==> config.mk <==
export PLATFORM = sky130hd
export DESIGN_NAME = bc_wb_dispatch_flat
export DESIGN_NICKNAME = d
export VERILOG_FILES = /design/src/rtl/bc_wb_dispatch_if.sv /design/src/rtl/bc_wb_dispatch.sv /design/src/flat_wrapper.sv
export SDC_FILE = /design/constraint.sdc
export NUM_CORES = 1
export LEC_CHECK = 0
export CAP_MARGIN = 20
export CORE_MARGIN = 1
export CORE_UTILIZATION = 49
export CTS_CLUSTER_DIAMETER = 200
export DETAILED_ROUTE_END_ITERATION = 7
export GPL_TIMING_DRIVEN = 0
export PLACE_DENSITY = 0.76
export SLEW_MARGIN = 5
export SYNTH_ARGS = -nofsm -noshare
export SYNTH_HDL_FRONTEND = slang
export SYNTH_SLANG_ARGS = --single-unit
==> constraint.sdc <==
create_clock -name clk -period 2.4 [get_ports clk]
set_input_delay 0.48 -clock clk [delete_from_list [all_inputs] [get_ports clk]]
set_output_delay 0.48 -clock clk [all_outputs]
set_load 0.05 [all_outputs]
==> src/rtl/bc_wb_dispatch_if.sv <==
// Write-back bus between the program sequencer / data memory and the dispatcher.
// The slave modport is the dispatcher; the master modport is the environment side.
interface bc_wb_dispatch_if #(
    parameter int DW = 16,
    parameter int AW = 4
);
    logic          ps_bc_wb_vld;
    logic [1:0]    ps_bc_wb_dst;
    logic [AW-1:0] ps_bc_wb_addr;
    logic [DW-1:0] bc_wb_dt;
    logic          bc_ps_wb_rdy;
    logic          bc_rf_we;
    logic [AW-1:0] bc_rf_addr;
    logic [DW-1:0] bc_rf_dt;
    logic          bc_dg_we;
    logic [AW-1:0] bc_dg_addr;
    logic [DW-1:0] bc_dg_dt;
    logic          bc_dm_req;
    logic          dm_bc_ack;
    logic [AW-1:0] bc_dm_addr;
    logic [DW-1:0] bc_dm_dt;
    logic          bc_wb_busy;
    logic [7:0]    bc_wb_drop_cnt;

    modport master (
        output ps_bc_wb_vld, ps_bc_wb_dst, ps_bc_wb_addr, bc_wb_dt, dm_bc_ack,
        input  bc_ps_wb_rdy, bc_rf_we, bc_rf_addr, bc_rf_dt,
        input  bc_dg_we, bc_dg_addr, bc_dg_dt,
        input  bc_dm_req, bc_dm_addr, bc_dm_dt, bc_wb_busy, bc_wb_drop_cnt
    );

    modport slave (
        input  ps_bc_wb_vld, ps_bc_wb_dst, ps_bc_wb_addr, bc_wb_dt, dm_bc_ack,
        output bc_ps_wb_rdy, bc_rf_we, bc_rf_addr, bc_rf_dt,
        output bc_dg_we, bc_dg_addr, bc_dg_dt,
        output bc_dm_req, bc_dm_addr, bc_dm_dt, bc_wb_busy, bc_wb_drop_cnt
    );
endinterface

==> src/rtl/bc_wb_dispatch.sv <==
// Write-back dispatcher: queues {dst, addr, data} in a small FIFO and delivers each
// entry in order as an RF/DAG strobe, a DM req/ack write, or a counted discard.
module bc_wb_dispatch #(
    parameter int DW    = 16,
    parameter int AW    = 4,
    parameter int DEPTH = 4
) (
    input  logic             clk,
    input  logic             rst_n,
    bc_wb_dispatch_if.slave  bus
);
    localparam int PW = $clog2(DEPTH);
    localparam logic [PW:0]   CNT_FULL = (PW+1)'(DEPTH);
    localparam logic [PW:0]   CNT_ONE  = (PW+1)'(1);
    localparam logic [PW-1:0] PTR_ONE  = PW'(1);

    typedef enum logic [0:0] {IDLE = 1'b0, DM_WAIT = 1'b1} state_t;

    logic [1:0]    dst_mem_r  [DEPTH];
    logic [AW-1:0] addr_mem_r [DEPTH];
    logic [DW-1:0] data_mem_r [DEPTH];
    logic [PW-1:0] wr_ptr_r, rd_ptr_r;
    logic [PW:0]   count_r;

    state_t        state_r, state_nxt_s;
    logic          rdy_s, push_s, pop_s, empty_s;
    logic [1:0]    head_dst_s;
    logic [AW-1:0] head_addr_s;
    logic [DW-1:0] head_data_s;

    logic          rf_we_r, rf_we_nxt_s;
    logic [AW-1:0] rf_addr_r, rf_addr_nxt_s;
    logic [DW-1:0] rf_dt_r, rf_dt_nxt_s;
    logic          dg_we_r, dg_we_nxt_s;
    logic [AW-1:0] dg_addr_r, dg_addr_nxt_s;
    logic [DW-1:0] dg_dt_r, dg_dt_nxt_s;
    logic          dm_req_r, dm_req_nxt_s;
    logic [AW-1:0] dm_addr_r, dm_addr_nxt_s;
    logic [DW-1:0] dm_dt_r, dm_dt_nxt_s;
    logic [7:0]    drop_r, drop_nxt_s;

    // A full FIFO refuses a push even when the same edge pops an entry.
    assign rdy_s       = (count_r != CNT_FULL);
    assign empty_s     = (count_r == {(PW+1){1'b0}});
    assign push_s      = bus.ps_bc_wb_vld && rdy_s;
    assign head_dst_s  = dst_mem_r[rd_ptr_r];
    assign head_addr_s = addr_mem_r[rd_ptr_r];
    assign head_data_s = data_mem_r[rd_ptr_r];

    // FIFO storage, pointers and occupancy count
    always_ff @(posedge clk or negedge rst_n) begin
        if (!rst_n) begin
            for (int i = 0; i < DEPTH; i++) begin
                dst_mem_r[i]  <= 2'b00;
                addr_mem_r[i] <= {AW{1'b0}};
                data_mem_r[i] <= {DW{1'b0}};
            end
            wr_ptr_r <= {PW{1'b0}};
            rd_ptr_r <= {PW{1'b0}};
            count_r  <= {(PW+1){1'b0}};
        end else begin
            if (push_s) begin
                dst_mem_r[wr_ptr_r]  <= bus.ps_bc_wb_dst;
                addr_mem_r[wr_ptr_r] <= bus.ps_bc_wb_addr;
                data_mem_r[wr_ptr_r] <= bus.bc_wb_dt;
                wr_ptr_r             <= wr_ptr_r + PTR_ONE;
            end
            if (pop_s) begin
                rd_ptr_r <= rd_ptr_r + PTR_ONE;
            end
            case ({push_s, pop_s})
                2'b10:   count_r <= count_r + CNT_ONE;
                2'b01:   count_r <= count_r - CNT_ONE;
                default: count_r <= count_r;
            endcase
        end
    end

    // Dispatch decision: next state, pop and next values of the registered outputs
    always_comb begin
        state_nxt_s   = state_r;
        pop_s         = 1'b0;
        rf_we_nxt_s   = 1'b0;
        rf_addr_nxt_s = rf_addr_r;
        rf_dt_nxt_s   = rf_dt_r;
        dg_we_nxt_s   = 1'b0;
        dg_addr_nxt_s = dg_addr_r;
        dg_dt_nxt_s   = dg_dt_r;
        dm_req_nxt_s  = 1'b0;
        dm_addr_nxt_s = dm_addr_r;
        dm_dt_nxt_s   = dm_dt_r;
        drop_nxt_s    = drop_r;
        case (state_r)
            IDLE: begin
                if (!empty_s) begin
                    case (head_dst_s)
                        2'b00: begin
                            rf_we_nxt_s   = 1'b1;
                            rf_addr_nxt_s = head_addr_s;
                            rf_dt_nxt_s   = head_data_s;
                            pop_s         = 1'b1;
                        end
                        2'b01: begin
                            dg_we_nxt_s   = 1'b1;
                            dg_addr_nxt_s = head_addr_s;
                            dg_dt_nxt_s   = head_data_s;
                            pop_s         = 1'b1;
                        end
                        2'b10: begin
                            // DM entry stays at the head until acknowledged
                            dm_req_nxt_s  = 1'b1;
                            dm_addr_nxt_s = head_addr_s;
                            dm_dt_nxt_s   = head_data_s;
                            state_nxt_s   = DM_WAIT;
                        end
                        default: begin
                            pop_s = 1'b1;
                            if (drop_r != 8'hFF) begin
                                drop_nxt_s = drop_r + 8'd1;
                            end else begin
                                drop_nxt_s = drop_r;
                            end
                        end
                    endcase
                end else begin
                    state_nxt_s = IDLE;
                end
            end
            DM_WAIT: begin
                if (bus.dm_bc_ack) begin
                    dm_req_nxt_s = 1'b0;
                    pop_s        = 1'b1;
                    state_nxt_s  = IDLE;
                end else begin
                    dm_req_nxt_s = 1'b1;
                    state_nxt_s  = DM_WAIT;
                end
            end
            default: begin
                state_nxt_s = IDLE;
            end
        endcase
    end

    // FSM state and registered dispatch outputs
    always_ff @(posedge clk or negedge rst_n) begin
        if (!rst_n) begin
            state_r   <= IDLE;
            rf_we_r   <= 1'b0;
            rf_addr_r <= {AW{1'b0}};
            rf_dt_r   <= {DW{1'b0}};
            dg_we_r   <= 1'b0;
            dg_addr_r <= {AW{1'b0}};
            dg_dt_r   <= {DW{1'b0}};
            dm_req_r  <= 1'b0;
            dm_addr_r <= {AW{1'b0}};
            dm_dt_r   <= {DW{1'b0}};
            drop_r    <= 8'd0;
        end else begin
            state_r   <= state_nxt_s;
            rf_we_r   <= rf_we_nxt_s;
            rf_addr_r <= rf_addr_nxt_s;
            rf_dt_r   <= rf_dt_nxt_s;
            dg_we_r   <= dg_we_nxt_s;
            dg_addr_r <= dg_addr_nxt_s;
            dg_dt_r   <= dg_dt_nxt_s;
            dm_req_r  <= dm_req_nxt_s;
            dm_addr_r <= dm_addr_nxt_s;
            dm_dt_r   <= dm_dt_nxt_s;
            drop_r    <= drop_nxt_s;
        end
    end

    assign bus.bc_ps_wb_rdy   = rdy_s;
    assign bus.bc_rf_we       = rf_we_r;
    assign bus.bc_rf_addr     = rf_addr_r;
    assign bus.bc_rf_dt       = rf_dt_r;
    assign bus.bc_dg_we       = dg_we_r;
    assign bus.bc_dg_addr     = dg_addr_r;
    assign bus.bc_dg_dt       = dg_dt_r;
    assign bus.bc_dm_req      = dm_req_r;
    assign bus.bc_dm_addr     = dm_addr_r;
    assign bus.bc_dm_dt       = dm_dt_r;
    assign bus.bc_wb_busy     = !empty_s || (state_r == DM_WAIT);
    assign bus.bc_wb_drop_cnt = drop_r;
endmodule

==> src/flat_wrapper.sv <==
// flat-port wrapper written by rule: the top's interface ports become plain ports
module bc_wb_dispatch_flat 
#(
    parameter int DW    = 16,
    parameter int AW    = 4,
    parameter int DEPTH = 4
)
  (clk, rst_n, bus_ps_bc_wb_vld, bus_ps_bc_wb_dst, bus_ps_bc_wb_addr, bus_bc_wb_dt, bus_dm_bc_ack, bus_bc_ps_wb_rdy, bus_bc_rf_we, bus_bc_rf_addr, bus_bc_rf_dt, bus_bc_dg_we, bus_bc_dg_addr, bus_bc_dg_dt, bus_bc_dm_req, bus_bc_dm_addr, bus_bc_dm_dt, bus_bc_wb_busy, bus_bc_wb_drop_cnt);
  bc_wb_dispatch_if #(.DW(DW), .AW(AW)) bus_i ();
  input  logic clk;
  input  logic rst_n;
  input wire logic [$bits(bus_i.ps_bc_wb_vld)-1:0] bus_ps_bc_wb_vld;
  input wire logic [$bits(bus_i.ps_bc_wb_dst)-1:0] bus_ps_bc_wb_dst;
  input wire logic [$bits(bus_i.ps_bc_wb_addr)-1:0] bus_ps_bc_wb_addr;
  input wire logic [$bits(bus_i.bc_wb_dt)-1:0] bus_bc_wb_dt;
  input wire logic [$bits(bus_i.dm_bc_ack)-1:0] bus_dm_bc_ack;
  output wire logic [$bits(bus_i.bc_ps_wb_rdy)-1:0] bus_bc_ps_wb_rdy;
  output wire logic [$bits(bus_i.bc_rf_we)-1:0] bus_bc_rf_we;
  output wire logic [$bits(bus_i.bc_rf_addr)-1:0] bus_bc_rf_addr;
  output wire logic [$bits(bus_i.bc_rf_dt)-1:0] bus_bc_rf_dt;
  output wire logic [$bits(bus_i.bc_dg_we)-1:0] bus_bc_dg_we;
  output wire logic [$bits(bus_i.bc_dg_addr)-1:0] bus_bc_dg_addr;
  output wire logic [$bits(bus_i.bc_dg_dt)-1:0] bus_bc_dg_dt;
  output wire logic [$bits(bus_i.bc_dm_req)-1:0] bus_bc_dm_req;
  output wire logic [$bits(bus_i.bc_dm_addr)-1:0] bus_bc_dm_addr;
  output wire logic [$bits(bus_i.bc_dm_dt)-1:0] bus_bc_dm_dt;
  output wire logic [$bits(bus_i.bc_wb_busy)-1:0] bus_bc_wb_busy;
  output wire logic [$bits(bus_i.bc_wb_drop_cnt)-1:0] bus_bc_wb_drop_cnt;
  assign bus_i.ps_bc_wb_vld = bus_ps_bc_wb_vld;
  assign bus_i.ps_bc_wb_dst = bus_ps_bc_wb_dst;
  assign bus_i.ps_bc_wb_addr = bus_ps_bc_wb_addr;
  assign bus_i.bc_wb_dt = bus_bc_wb_dt;
  assign bus_i.dm_bc_ack = bus_dm_bc_ack;
  assign bus_bc_ps_wb_rdy = bus_i.bc_ps_wb_rdy;
  assign bus_bc_rf_we = bus_i.bc_rf_we;
  assign bus_bc_rf_addr = bus_i.bc_rf_addr;
  assign bus_bc_rf_dt = bus_i.bc_rf_dt;
  assign bus_bc_dg_we = bus_i.bc_dg_we;
  assign bus_bc_dg_addr = bus_i.bc_dg_addr;
  assign bus_bc_dg_dt = bus_i.bc_dg_dt;
  assign bus_bc_dm_req = bus_i.bc_dm_req;
  assign bus_bc_dm_addr = bus_i.bc_dm_addr;
  assign bus_bc_dm_dt = bus_i.bc_dm_dt;
  assign bus_bc_wb_busy = bus_i.bc_wb_busy;
  assign bus_bc_wb_drop_cnt = bus_i.bc_wb_drop_cnt;
  bc_wb_dispatch #(.DW(DW), .AW(AW), .DEPTH(DEPTH)) u_core (.clk(clk), .rst_n(rst_n), .bus(bus_i));
endmodule
==> results_dict.tcl <==
set metrics [dict create \
    fmax_ghz 0.425 \
    dr.pass1.iters 4 \
    core.rowCount 43 \
    ant_nets 0 \
    finalCritPeriodShare_pct 98.0 \
    cap_violations 0 \
    muxShareOfSynthArea_pct 31.4 \
    syn_nets 461 \
    holdBufCountCts 0 \
    cpMaxStageDelayCell "mux4_2" \
    finalMaxSlewViolations 0 \
    synth_top_family_by_area "multiplexers" \
    synth-seq-cells 166 \
    drive_gt1_share_pct 38.9 \
    synth_xor_area_share_pct 1.51 \
    synthDistinctLibCells 35 \
    place_congestion 0.775 \
    drc 0 \
    io_pins 99 \
    relSlewSlack_pct 49.8 \
    worstPathRequired_ns 2.75 \
    critPathArrivalTime_ns 2.70 \
    startpoint_type "flip-flop" \
    dp.cells 707 \
    cp_top_family "multiplexers" \
    ctsRootBufferMaster "clkbuf_16" \
    yosysTopAreaCell "dfrtp_1" \
    synth-main-ff-cell "dfrtp_1" \
    worstSetupEndpointType "flip-flop" \
    grt_pass1_vias 4283 \
    cp_max_fo 5 \
    htree_levels 4 \
    cts-buffers-inserted 17 \
    antenna_found_initial 0 \
    regToRegSetupSlack_ns 0.05 \
    synth_common_cells "dfrtp_1 (166), mux2_2 (146), mux4_2 (22)" \
    cts_num_sinks 166 \
    setup_viol 0 \
    ys_seq_area_share_pct 59.8 \
    die_area_mm2 0.0147 \
    gr-total-overflow 0 \
    routed_wl_um 13900 \
    async_flop_share_pct 100 \
    port_buffers 98 \
    hold_viol_final 0 \
    synth.most_common_cell "dfrtp_1" \
    critPathKind "reg2reg" \
    critPathMostFrequentCell "xor2_1" \
    grt_pass1_wl_um 22700 \
    clk_latency_ns 0.42 \
    hpwl_um 9400 \
    synth_top_area_share_pct 59.8 \
    die_y_um 121 \
    synthesis.area_mm2 0.00695 \
    coreArea_mm2 0.0139 \
    fin_nets 583 \
    synth-simple-area-share_pct 2.94 \
    ys_warn_count 0 \
    finalCriticalPeriod_ns 2.35 \
    clk_pin_slew_ns 0.06 \
    vias_per_cell 5.41 \
    tightest_slew_ns 0.753 \
    clock_skew_ns 0.00711 \
    area_delta_synth_final_pct 27.0 \
    clock_path_buffers 2 \
    synth_compound_area_share_pct 0.865 \
    fill_cells 1026 \
    hold_path_class "in2async" \
    synthAdderAreaFrac_pct 1.37 \
    status "finished, final reports clean" \
    whs_ns 0.0242 \
    drt_iter0_drc 132 \
    crit_chain "buf_6, mux4_2, nand2b_4, a22o_1, ha_2, inv_1, fa_2, xor2_1, nor2_1, xor2_1" \
    synth-edff-count 0 \
    grtUsageTotal_pct 20.8 \
    rsz0062_at_grt "true" \
    start_util_pct 50.0 \
    vias 4002 \
    synth_area_leaders "dfrtp_1 (60%), mux2_2 (24%), mux4_2 (7.1%)" \
    final_cell_count_no_fill 740 \
    diodes 0 \
    syn_avg_cell_area_um2 16.2 \
    routedWlPerCell_um 18.7 \
    grt_max_degree 88 \
    synth_cells 428 \
    cp_num_buf_inv 2 \
    dieWidth_um 121 \
    max_stage_delay_ns 0.54 \
    cts_tree "yes" \
]
## cells in the final DEF, fill, tap and decap left out, drive strengths merged, types with 4 or more instances in the layout
cell type / count
dfrtp: 166
mux2: 149
clkdlybuf4s50: 95
clkbuf: 31
mux4: 22
buf: 21
inv: 9
nand2: 9
xor2: 7
nor2: 6
ha: 6
xnor2: 5
nand3: 4
## stage by stage
step                util (%)  setup TNS [ns]  area (um2)  setup WS, ns
floorplan                  -               0        6950        0.0246
global placement        58.7         -916.07        8150         -5.40
detailed placement      59.0          -23.53        8190        -0.333
CTS                     63.4               0        8800        0.0338
global route            63.5         -0.0361        8820       -0.0361
finish                  63.5               0        8820        0.0483
## final timing paths
check	from	end	cells past startpoint
setup reg to reg	u_core.rd_ptr_r[0]$_DFFE_PN0N_	u_core.count_r[2]$_DFFE_PN0P_	10
hold / removal	rst_n	u_core.bus.bc_rf_dt[1]$_DFFE_PN0P_	1
max in group asynchronous	rst_n	u_core.bus.bc_dm_dt[14]$_DFFE_PN0P_	2
setup / recovery	u_core.rd_ptr_r[0]$_DFFE_PN0N_	u_core.count_r[2]$_DFFE_PN0P_	10
min in group clk	u_core.bus.bc_dm_dt[8]$_DFFE_PN0P_	u_core.bus.bc_dm_dt[8]$_DFFE_PN0P_	1
hold reg to reg	u_core.bus.bc_dm_dt[8]$_DFFE_PN0P_	u_core.bus.bc_dm_dt[8]$_DFFE_PN0P_	1
## final cells by class
class	instances	area, um2	share of cell area, %
inverters	9	33.8	0.383
flip-flops and latches	166	4150	47.1
repair buffers	104	1050	11.9
well taps	180	225	2.55
clock inverters	3	40.0	0.454
clock buffers	26	529	6.00
multi-input cells	233	2670	30.3
plain buffers	19	118	1.33
## per-layer routing
| layer | part of all wire (%) | up-vias | track usage (%) |
|---|---|---|---|
| met5 | 0 | - | 0 |
| met4 | 1.6 | 0 | 7.41 |
| met3 | 2.5 | 21 | 4.42 |
| met2 | 51 | 67 | 34.3 |
| met1 | 44 | 2127 | 27.4 |
| li1 | - | 1787 | - |
## logic make-up after synthesis
group | Yosys count
mux | 172
simple gates | 34
flops | 166
fa+ha+maj | 7
xor+xnor | 12
buf+inv | 29
compound gates | 8
## what timing repair did
item                       CTS  global route
pin swaps                    1             3
hold endpoints to repair     0             0
setup buffers                4             1
setup endpoints to repair    7            50
cloned                       0             0
gates resized for setup      5             7
## registers in the layout, indices dropped and copies added (netlist names)
register                   count
u_core.bus.bc_wb_drop_cnt      8
u_core.bus.bc_dm_addr          4
u_core.bus.bc_rf_dt           16
u_core.bus.bc_rf_we            1
u_core.addr_mem_r             16
u_core.wr_ptr_r                2
u_core.bus.bc_dm_dt           16
u_core.bus.bc_dm_req           1
u_core.dst_mem_r               8
u_core.rd_ptr_r                2
u_core.count_r                 3
u_core.data_mem_r             64
u_core.bus.bc_dg_we            1
u_core.bus.bc_dg_addr          4
u_core.bus.bc_dg_dt           16
u_core.bus.bc_rf_addr          4
Power is not shown: default switching activity piles up to over one toggle a cycle in this logic, so the estimate is an artifact.
